`config.mk`:
```
export PLATFORM = sky130hd
export DESIGN_NAME = obj_motion_engine_flat
export DESIGN_NICKNAME = d
export VERILOG_FILES = /design/src/rtl/game_pkg.sv /design/src/rtl/obj_motion_engine_if.sv /design/src/rtl/obj_motion_cell.sv /design/src/rtl/obj_motion_engine.sv /design/src/flat_wrapper.sv
export SDC_FILE = /design/constraint.sdc
export NUM_CORES = 2
export LEC_CHECK = 0
export BUFFER_PORTS_ARGS = -buffer_cell sky130_fd_sc_hd__buf_2
export CAP_MARGIN = 20
export CORE_MARGIN = 3
export CORE_UTILIZATION = 55
export CTS_CLUSTER_SIZE = 8
export DETAILED_ROUTE_END_ITERATION = 10
export PLACE_DENSITY = 0.73
export RECOVER_POWER = 25
export REMOVE_ABC_BUFFERS = 1
export SLEW_MARGIN = 15
export SYNTH_ARGS = -nofsm -noshare
export SYNTH_HDL_FRONTEND = slang
export SYNTH_SLANG_ARGS = --single-unit
```
`constraint.sdc`:
```
create_clock -name clk -period 5.85 [get_ports clk]
set_input_delay 1.17 -clock clk [delete_from_list [all_inputs] [get_ports clk]]
set_output_delay 1.17 -clock clk [all_outputs]
set_load 0.02 [all_outputs]
```
`src/rtl/game_pkg.sv`:
```
// Shared game datapath types: direction and edge-mode encodings, screen size.
// Latency: n/a (types and constants only).
// Backpressure: n/a.
package game_pkg;

   typedef enum logic [1:0] {
      DIR_UP    = 2'd0,
      DIR_DOWN  = 2'd1,
      DIR_LEFT  = 2'd2,
      DIR_RIGHT = 2'd3
   } dir_e;

   typedef enum logic {
      MODE_WRAP   = 1'b0,
      MODE_BOUNCE = 1'b1
   } mode_e;

   // Visible screen size in pixels.
   localparam int H_MAX = 640;
   localparam int V_MAX = 480;

endpackage

```
`src/rtl/obj_motion_engine_if.sv`:
```
// Control/config/player inputs and object/collision outputs of the motion engine.
// Latency: n/a (wiring only).
// Backpressure: none; every input is sampled each cycle.
// Ports: slave = engine side, master = driver (player logic / video controller / bench).
interface obj_motion_engine_if #(
   parameter int N_OBJ   = 8,
   parameter int COORD_W = 10
);
   logic                       tick;
   logic                       freeze;
   logic                       mode;
   logic                       cfg_wr;
   logic [3:0]                 cfg_idx;
   logic [COORD_W-1:0]         cfg_h;
   logic [COORD_W-1:0]         cfg_v;
   logic [1:0]                 cfg_dir;
   logic [COORD_W-1:0]         ply_h;
   logic [COORD_W-1:0]         ply_v;
   logic                       hit_clr;
   logic [N_OBJ*COORD_W-1:0]   obj_h;
   logic [N_OBJ*COORD_W-1:0]   obj_v;
   logic [N_OBJ*2-1:0]         obj_dir;
   logic [N_OBJ-1:0]           hit;
   logic                       blk_up;
   logic                       blk_down;
   logic                       blk_left;
   logic                       blk_right;
   logic [15:0]                hit_cnt;

   modport slave (
      input  tick, freeze, mode, cfg_wr, cfg_idx, cfg_h, cfg_v, cfg_dir, ply_h, ply_v, hit_clr,
      output obj_h, obj_v, obj_dir, hit, blk_up, blk_down, blk_left, blk_right, hit_cnt
   );

   modport master (
      output tick, freeze, mode, cfg_wr, cfg_idx, cfg_h, cfg_v, cfg_dir, ply_h, ply_v, hit_clr,
      input  obj_h, obj_v, obj_dir, hit, blk_up, blk_down, blk_left, blk_right, hit_cnt
   );
endinterface

```
`src/rtl/obj_motion_cell.sv`:
```
// One object's h/v/dir registers with config load, step move and wrap/bounce edge handling.
// Latency: load or move visible one cycle after the qualifying cycle.
// Backpressure: none; a load always wins over a move in the same cycle.
// Ports: mv_en move strobe, mode wrap/bounce, ld/ld_h/ld_v/ld_dir load, h/v/dir current state.
module obj_motion_cell
   import game_pkg::*;
#(
   parameter int COORD_W = 10,
   parameter int OBJ_W   = 32,
   parameter int OBJ_H   = 16,
   parameter int STEP    = 2,
   parameter int RST_H   = 0
) (
   input  logic               clk,
   input  logic               rst_n,
   input  logic               mv_en,
   input  logic               mode,
   input  logic               ld,
   input  logic [COORD_W-1:0] ld_h,
   input  logic [COORD_W-1:0] ld_v,
   input  logic [1:0]         ld_dir,
   output logic [COORD_W-1:0] h,
   output logic [COORD_W-1:0] v,
   output logic [1:0]         dir
);
   localparam int W1 = COORD_W + 1;
   // Edge compares use one extra bit so h+STEP never overflows.
   localparam logic [W1-1:0]      H_LIM  = W1'(H_MAX - OBJ_W);
   localparam logic [W1-1:0]      V_LIM  = W1'(V_MAX - OBJ_H);
   localparam logic [W1-1:0]      STEP_X = W1'(STEP);
   localparam logic [COORD_W-1:0] STEP_C = COORD_W'(STEP);

   logic [COORD_W-1:0] h_q, h_d, v_q, v_d;
   dir_e               dir_q, dir_d;
   logic [W1-1:0]      h_x, v_x;

   always_comb begin
      h_d   = h_q;
      v_d   = v_q;
      dir_d = dir_q;
      h_x   = {1'b0, h_q};
      v_x   = {1'b0, v_q};
      if (ld) begin
         h_d   = ({1'b0, ld_h} > H_LIM) ? H_LIM[COORD_W-1:0] : ld_h;
         v_d   = ({1'b0, ld_v} > V_LIM) ? V_LIM[COORD_W-1:0] : ld_v;
         dir_d = dir_e'(ld_dir);
      end else if (mv_en) begin
         // At an edge a bounce only reverses direction; position holds for that tick.
         case (dir_q)
            DIR_RIGHT: begin
               if (h_x + STEP_X > H_LIM) begin
                  if (mode == MODE_BOUNCE) dir_d = DIR_LEFT;
                  else                     h_d   = '0;
               end else h_d = h_q + STEP_C;
            end
            DIR_LEFT: begin
               if (h_x < STEP_X) begin
                  if (mode == MODE_BOUNCE) dir_d = DIR_RIGHT;
                  else                     h_d   = H_LIM[COORD_W-1:0];
               end else h_d = h_q - STEP_C;
            end
            DIR_DOWN: begin
               if (v_x + STEP_X > V_LIM) begin
                  if (mode == MODE_BOUNCE) dir_d = DIR_UP;
                  else                     v_d   = '0;
               end else v_d = v_q + STEP_C;
            end
            default: begin
               if (v_x < STEP_X) begin
                  if (mode == MODE_BOUNCE) dir_d = DIR_DOWN;
                  else                     v_d   = V_LIM[COORD_W-1:0];
               end else v_d = v_q - STEP_C;
            end
         endcase
      end
   end

   always_ff @(posedge clk or negedge rst_n) begin
      if (!rst_n) begin
         h_q   <= COORD_W'(RST_H);
         v_q   <= '0;
         dir_q <= DIR_RIGHT;
      end else begin
         h_q   <= h_d;
         v_q   <= v_d;
         dir_q <= dir_d;
      end
   end

   assign h   = h_q;
   assign v   = v_q;
   assign dir = dir_q;
endmodule

```
`src/rtl/obj_motion_engine.sv`:
```
// N-object motion engine: per-object movers, player overlap flags, move-block flags, hit counter.
// Latency: hit/blk_*/hit_cnt registered, one cycle after the object/player state they test.
// Backpressure: none; tick, cfg and player inputs are consumed every cycle.
// Ports: clk, rst_n (async active-low), bus = obj_motion_engine_if slave.
module obj_motion_engine
   import game_pkg::*;
#(
   parameter int N_OBJ   = 8,
   parameter int COORD_W = 10,
   parameter int OBJ_W   = 32,
   parameter int OBJ_H   = 16,
   parameter int PLY_W   = 16,
   parameter int PLY_H   = 16,
   parameter int STEP    = 2
) (
   input  logic              clk,
   input  logic              rst_n,
   obj_motion_engine_if.slave bus
);
   localparam int W1 = COORD_W + 1;
   localparam logic [W1-1:0] STEP_X = W1'(STEP);
   localparam logic [W1-1:0] PH_LIM = W1'(H_MAX - PLY_W);
   localparam logic [W1-1:0] PV_LIM = W1'(V_MAX - PLY_H);

   logic [COORD_W-1:0] h_w   [N_OBJ];
   logic [COORD_W-1:0] v_w   [N_OBJ];
   logic [1:0]         dir_w [N_OBJ];
   logic               mv_en;

   assign mv_en = bus.tick & ~bus.freeze;

   for (genvar g = 0; g < N_OBJ; g++) begin : g_cell
      // cfg_idx values >= N_OBJ match no cell, so those writes fall away.
      obj_motion_cell #(
         .COORD_W(COORD_W), .OBJ_W(OBJ_W), .OBJ_H(OBJ_H), .STEP(STEP),
         .RST_H(g * (H_MAX / N_OBJ))
      ) u_cell (
         .clk   (clk),
         .rst_n (rst_n),
         .mv_en (mv_en),
         .mode  (bus.mode),
         .ld    (bus.cfg_wr && (bus.cfg_idx == 4'(g))),
         .ld_h  (bus.cfg_h),
         .ld_v  (bus.cfg_v),
         .ld_dir(bus.cfg_dir),
         .h     (h_w[g]),
         .v     (v_w[g]),
         .dir   (dir_w[g])
      );
   end

   // Strict rectangle overlap of a player-sized box against an object-sized box.
   function automatic logic ovl(input logic [W1-1:0] ph, input logic [W1-1:0] pv,
                                input logic [W1-1:0] oh, input logic [W1-1:0] ov);
      return (ph < oh + W1'(OBJ_W)) && (oh < ph + W1'(PLY_W)) &&
             (pv < ov + W1'(OBJ_H)) && (ov < pv + W1'(PLY_H));
   endfunction

   logic [N_OBJ-1:0] hit_q, hit_d;
   logic             blk_up_q, blk_up_d, blk_down_q, blk_down_d;
   logic             blk_left_q, blk_left_d, blk_right_q, blk_right_d;
   logic [15:0]      hit_cnt_q, hit_cnt_d;
   logic [W1-1:0]    ph, pv, ph_l, ph_r, pv_u, pv_d, oh, ov;
   logic             rise;

   always_comb begin
      ph   = {1'b0, bus.ply_h};
      pv   = {1'b0, bus.ply_v};
      // Shifted player box, clamped to the screen.
      ph_l = (ph < STEP_X) ? '0 : ph - STEP_X;
      pv_u = (pv < STEP_X) ? '0 : pv - STEP_X;
      ph_r = (ph + STEP_X > PH_LIM) ? PH_LIM : ph + STEP_X;
      pv_d = (pv + STEP_X > PV_LIM) ? PV_LIM : pv + STEP_X;
      blk_up_d    = (pv < STEP_X);
      blk_left_d  = (ph < STEP_X);
      blk_down_d  = (pv + STEP_X > PV_LIM);
      blk_right_d = (ph + STEP_X > PH_LIM);
      hit_d = '0;
      oh    = '0;
      ov    = '0;
      for (int i = 0; i < N_OBJ; i++) begin
         oh = {1'b0, h_w[i]};
         ov = {1'b0, v_w[i]};
         hit_d[i]    = ovl(ph, pv, oh, ov);
         blk_up_d    = blk_up_d    | ovl(ph, pv_u, oh, ov);
         blk_down_d  = blk_down_d  | ovl(ph, pv_d, oh, ov);
         blk_left_d  = blk_left_d  | ovl(ph_l, pv, oh, ov);
         blk_right_d = blk_right_d | ovl(ph_r, pv, oh, ov);
      end
      // Count on the rising edge of "any hit", lined up with the hit register update.
      rise      = (|hit_d) & ~(|hit_q);
      hit_cnt_d = hit_cnt_q;
      if (bus.hit_clr)                          hit_cnt_d = '0;
      else if (rise && (hit_cnt_q != 16'hFFFF)) hit_cnt_d = hit_cnt_q + 16'd1;
   end

   always_ff @(posedge clk or negedge rst_n) begin
      if (!rst_n) begin
         hit_q       <= '0;
         blk_up_q    <= 1'b0;
         blk_down_q  <= 1'b0;
         blk_left_q  <= 1'b0;
         blk_right_q <= 1'b0;
         hit_cnt_q   <= '0;
      end else begin
         hit_q       <= hit_d;
         blk_up_q    <= blk_up_d;
         blk_down_q  <= blk_down_d;
         blk_left_q  <= blk_left_d;
         blk_right_q <= blk_right_d;
         hit_cnt_q   <= hit_cnt_d;
      end
   end

   logic [N_OBJ*COORD_W-1:0] obj_h_pk, obj_v_pk;
   logic [N_OBJ*2-1:0]       obj_dir_pk;

   always_comb begin
      obj_h_pk   = '0;
      obj_v_pk   = '0;
      obj_dir_pk = '0;
      for (int i = 0; i < N_OBJ; i++) begin
         obj_h_pk[i*COORD_W +: COORD_W] = h_w[i];
         obj_v_pk[i*COORD_W +: COORD_W] = v_w[i];
         obj_dir_pk[i*2 +: 2]           = dir_w[i];
      end
   end

   assign bus.obj_h     = obj_h_pk;
   assign bus.obj_v     = obj_v_pk;
   assign bus.obj_dir   = obj_dir_pk;
   assign bus.hit       = hit_q;
   assign bus.blk_up    = blk_up_q;
   assign bus.blk_down  = blk_down_q;
   assign bus.blk_left  = blk_left_q;
   assign bus.blk_right = blk_right_q;
   assign bus.hit_cnt   = hit_cnt_q;
endmodule

```
`src/flat_wrapper.sv`:
```
// flat-port wrapper written by rule: the top's interface ports become plain ports
module obj_motion_engine_flat import game_pkg::*;
#(
   parameter int N_OBJ   = 8,
   parameter int COORD_W = 10,
   parameter int OBJ_W   = 32,
   parameter int OBJ_H   = 16,
   parameter int PLY_W   = 16,
   parameter int PLY_H   = 16,
   parameter int STEP    = 2
)
  (clk, rst_n, bus_tick, bus_freeze, bus_mode, bus_cfg_wr, bus_cfg_idx, bus_cfg_h, bus_cfg_v, bus_cfg_dir, bus_ply_h, bus_ply_v, bus_hit_clr, bus_obj_h, bus_obj_v, bus_obj_dir, bus_hit, bus_blk_up, bus_blk_down, bus_blk_left, bus_blk_right, bus_hit_cnt);
  obj_motion_engine_if #(.N_OBJ(N_OBJ), .COORD_W(COORD_W)) bus_i ();
  input  logic clk;
  input  logic rst_n;
  input wire logic [$bits(bus_i.tick)-1:0] bus_tick;
  input wire logic [$bits(bus_i.freeze)-1:0] bus_freeze;
  input wire logic [$bits(bus_i.mode)-1:0] bus_mode;
  input wire logic [$bits(bus_i.cfg_wr)-1:0] bus_cfg_wr;
  input wire logic [$bits(bus_i.cfg_idx)-1:0] bus_cfg_idx;
  input wire logic [$bits(bus_i.cfg_h)-1:0] bus_cfg_h;
  input wire logic [$bits(bus_i.cfg_v)-1:0] bus_cfg_v;
  input wire logic [$bits(bus_i.cfg_dir)-1:0] bus_cfg_dir;
  input wire logic [$bits(bus_i.ply_h)-1:0] bus_ply_h;
  input wire logic [$bits(bus_i.ply_v)-1:0] bus_ply_v;
  input wire logic [$bits(bus_i.hit_clr)-1:0] bus_hit_clr;
  output wire logic [$bits(bus_i.obj_h)-1:0] bus_obj_h;
  output wire logic [$bits(bus_i.obj_v)-1:0] bus_obj_v;
  output wire logic [$bits(bus_i.obj_dir)-1:0] bus_obj_dir;
  output wire logic [$bits(bus_i.hit)-1:0] bus_hit;
  output wire logic [$bits(bus_i.blk_up)-1:0] bus_blk_up;
  output wire logic [$bits(bus_i.blk_down)-1:0] bus_blk_down;
  output wire logic [$bits(bus_i.blk_left)-1:0] bus_blk_left;
  output wire logic [$bits(bus_i.blk_right)-1:0] bus_blk_right;
  output wire logic [$bits(bus_i.hit_cnt)-1:0] bus_hit_cnt;
  assign bus_i.tick = bus_tick;
  assign bus_i.freeze = bus_freeze;
  assign bus_i.mode = bus_mode;
  assign bus_i.cfg_wr = bus_cfg_wr;
  assign bus_i.cfg_idx = bus_cfg_idx;
  assign bus_i.cfg_h = bus_cfg_h;
  assign bus_i.cfg_v = bus_cfg_v;
  assign bus_i.cfg_dir = bus_cfg_dir;
  assign bus_i.ply_h = bus_ply_h;
  assign bus_i.ply_v = bus_ply_v;
  assign bus_i.hit_clr = bus_hit_clr;
  assign bus_obj_h = bus_i.obj_h;
  assign bus_obj_v = bus_i.obj_v;
  assign bus_obj_dir = bus_i.obj_dir;
  assign bus_hit = bus_i.hit;
  assign bus_blk_up = bus_i.blk_up;
  assign bus_blk_down = bus_i.blk_down;
  assign bus_blk_left = bus_i.blk_left;
  assign bus_blk_right = bus_i.blk_right;
  assign bus_hit_cnt = bus_i.hit_cnt;
  obj_motion_engine #(.N_OBJ(N_OBJ), .COORD_W(COORD_W), .OBJ_W(OBJ_W), .OBJ_H(OBJ_H), .PLY_W(PLY_W), .PLY_H(PLY_H), .STEP(STEP)) u_core (.clk(clk), .rst_n(rst_n), .bus(bus_i));
endmodule
```
==> flow_summary.json <==
{
  "synth_cell_type_count": 105,
  "layout_worst_path_cycle_share_pct": 90.0,
  "synthArstFlopShare_pct": 100,
  "drt_iter0_markers": 5250,
  "yosys_warnings": 0,
  "grt_pass1_wl_mm": 249,
  "overflow": 0,
  "insertion_delay_ns": 0.61,
  "initial_core_util_pct": 55.9,
  "fp.dieH_um": 274,
  "synthToLayoutAreaGrowth_pct": 10.1,
  "grt_max_degree": 118,
  "ios": 257,
  "coreArea_um2": 70500,
  "dieArea_um2": 74900,
  "p_sw_share_pct": 58.1,
  "via_count": 43300,
  "avgSynthCellArea_um2": 7.88,
  "gp_congestion": 1.04,
  "final_cells": 6235,
  "first_global_vias": 39300,
  "htreeDepth": 1,
  "power_frac_comb_pct": 71.0,
  "synthCells": 4997,
  "p_int_mw": 9.00,
  "violations": "max-capacitance violations, max-slew violations",
  "seqPwrFrac_pct": 20.6,
  "synth_top_area_share_pct": 30.4,
  "yosysTopAreaCell": "ha_1",
  "postRouteAntennaNets": 0,
  "worst_pin_slew_ns": 4.57,
  "clockBufferDepth": 3,
  "path_max_fanout": 9,
  "hpwlAfterDp_mm": 127,
  "fmax_mhz": 190,
  "hold_slack_ns": 0.518,
  "period_needed_ns": 5.26,
  "viasPerCell": 6.94,
  "hold_buffers": 0,
  "hold_violations": 0,
  "dp_cells": 6176,
  "p_leak_nw": 20.2,
  "grt_use_total_pct": 43.7,
  "antenna_found_initial": 5,
  "yosysSeqAreaShare_pct": 13.1,
  "start_kind": "input pin",
  "yosysMostFrequentCell": "ha_1",
  "fillCellCount": 6592,
  "worstSetupEndpointType": "flip-flop",
  "drc": 0,
  "yosys-top-cells-area": "ha_1, dfrtp_1, o21ai_0",
  "cts_tree": "yes",
  "io_buffers": 256,
  "synth-edff-count": 0,
  "dr.pass1.iters": 8,
  "wire_per_inst_um": 27.4,
  "crit_type": "in2reg",
  "power.switching_mw": 12.5,
  "p_per_area_nw_per_um2": 495,
  "tns_ns": 0,
  "maxSlewViolCount": 88,
  "yosys-top-cells-count": "ha_1, o21ai_0, a21oi_1, nor2_1, nand2_1",
  "rsz0062_at_grt": "no",
  "cts_setup_buffers": 0,
  "outcome": "finished, violations left",
  "cap_violations": 1,
  "power_frac_clock_pct": 8.5,
  "peakVddDrop_uv": 388,
  "cts.repair.resized": 0,
  "final_layout_size_suffix_gt1_share_pct": 11.1,
  "syn_area_um2": 39400,
  "die_w_um": 274,
  "rows": 97,
  "synth_flop_cell": "dfrtp_1",
  "numCtsBuffers": 31,
  "report.power.total_mw": 21.5,
  "min_path_type": "reg2reg",
  "skew_ns": 0.0409,
  "cp.required_ns": 6.39,
  "path_clk_slew_ns": 0.06,
  "setup_viol": 0,
  "totalWireLength_mm": 171,
  "numClockSinks": 204,
  "final_core_util_pct": 61.5,
  "slew_headroom_pct": -204,
  "synth-seq-cells": 204,
  "fin_nets": 6280,
  "cp.arrival_ns": 5.80,
  "cts_root_buffer": "clkbuf_16"
}
## state kept, by name, indices dropped and copies added (netlist names)
name and count:
u_core.bus.blk_down 1, u_core.bus.blk_left 1, u_core.bus.blk_right 1, u_core.bus.blk_up 1
u_core.bus.hit 8, u_core.bus.hit_cnt 16, u_core.g_cell.u_cell.dir 16, u_core.g_cell.u_cell.h 80
u_core.g_cell.u_cell.v 80
## critical path, cell delays in order
cell	delay (ns)
buf_2	0.34
buf_4	0.23
nand4_1	0.22
xor2_1	0.25
nand2b_1	0.22
o31ai_1	0.44
nor2_1	0.12
ha_1	0.31
inv_1	0.29
buf_4	0.24
ha_1	0.25
a2111oi_0	0.35
o21ai_0	0.14
nand2b_1	0.10
o211ai_1	0.08
a2111oi_0	0.63
buf_4	0.23
a31oi_1	0.04
nand4_1	0.13
## cells in the final DEF, fill, tap and decap left out, drive strengths merged, types with 40 or more instances in the layout
| cell | synthesis | layout |
|---|---|---|
| xor2 | 64 | 64 |
| nor4 | 46 | 46 |
| a21oi | 354 | 354 |
| o21ai | 419 | 419 |
| a21o | 124 | 124 |
| nand4 | 76 | 76 |
| nand2 | 331 | 331 |
| dfrtp | 168 | 168 |
| ha | 958 | 958 |
| buf | 71 | 432 |
| a31oi | 56 | 56 |
| a211oi | 112 | 112 |
| o22ai | 54 | 54 |
| o211ai | 46 | 46 |
| nor3 | 156 | 156 |
| o31ai | 58 | 58 |
| nor2 | 343 | 343 |
| xnor2 | 96 | 96 |
| clkbuf | 153 | 53 |
| a221oi | 40 | 40 |
| inv | 224 | 224 |
| and3 | 72 | 72 |
| nand3 | 170 | 170 |
| or3 | 45 | 45 |
| nand2b | 104 | 104 |
| nor2b | 62 | 62 |
| o21a | 67 | 67 |
## per-layer routing
layer  track usage, %  wire length, um  vias up  part of all wire [%]
met5             1.45              158        -                 0.093
met4             25.1            12200        8                   7.2
met3             13.6            23100      704                    14
met2             62.5            67900     2826                    40
met1             57.4            67100    20300                    39
li1                 -                -    19500                     -
## metrics by stage
stage	setup WS [ns]	instance area [um2]
floorplan	0.120	38600
global placement	0.304	42400
detailed placement	0.229	42400
CTS	0.826	43400
global route	0.314	43400
finish	0.586	43400
## power by group through the flow
stage / Sequential (mW) / Combinational (mW) / Clock, mW
3_5_place_dp: 4.30 / 14.7 / 0
5_1_grt: 4.45 / 16.8 / 1.88
6_report: 4.42 / 15.2 / 1.82
3_3_place_gp: 4.30 / 14.5 / 0
2_1_floorplan: 4.12 / 9.44 / 0
4_1_cts: 4.28 / 14.8 / 1.82
## worst paths after layout
kind	start	to	slack, ns	depth (start not counted)
max in group asynchronous	rst_n	u_core.g_cell[7].u_cell.h[3]$_DFFE_PN0P_	0.88	1
min in group asynchronous	rst_n	u_core.g_cell[6].u_cell.v[4]$_DFFE_PN0P_	2.25	1
setup reg to reg	u_core.g_cell[4].u_cell.h[6]$_DFFE_PN1P_	u_core.bus.hit_cnt[5]$_DFFE_PN0P_	0.97	13
hold / removal	u_core.g_cell[5].u_cell.dir[0]$_DFFE_PN1P_	u_core.g_cell[5].u_cell.dir[0]$_DFFE_PN1P_	0.52	2
setup / recovery	bus_ply_v[2]	u_core.bus.blk_down$_DFF_PN0_	0.59	19
hold reg to reg	u_core.g_cell[5].u_cell.dir[0]$_DFFE_PN1P_	u_core.g_cell[5].u_cell.dir[0]$_DFFE_PN1P_	0.52	2
## logic make-up (layout without fill, tap and decap cells)
kind of cell	count (synthesis)	after routing	synth area share [%]
buffers and inverters	449	715	4.51
multiplexers	25	25	0.648
adder cells (fa/ha/maj)	964	964	30.6
AO/OA/AOI/OAI	1651	1651	27.8
other	2	34	0.0191
AND/OR/NAND/NOR	1542	1542	19.8
XOR/XNOR	160	160	3.56
flip-flops	204	204	13.1
## final cells by class
class | instances | area (um2) | area share [%]
clock buffer | 53 | 868 | 2.00
inverter | 225 | 845 | 1.95
tap | 940 | 1180 | 2.71
timing repair buffer | 433 | 2640 | 6.08
multi-input combinational | 4374 | 32600 | 75.2
sequential | 204 | 5150 | 11.9
clock inverter | 4 | 72.6 | 0.167
antenna | 2 | 5.00 | 0.0115
Power figures use the tool's default switching activity.
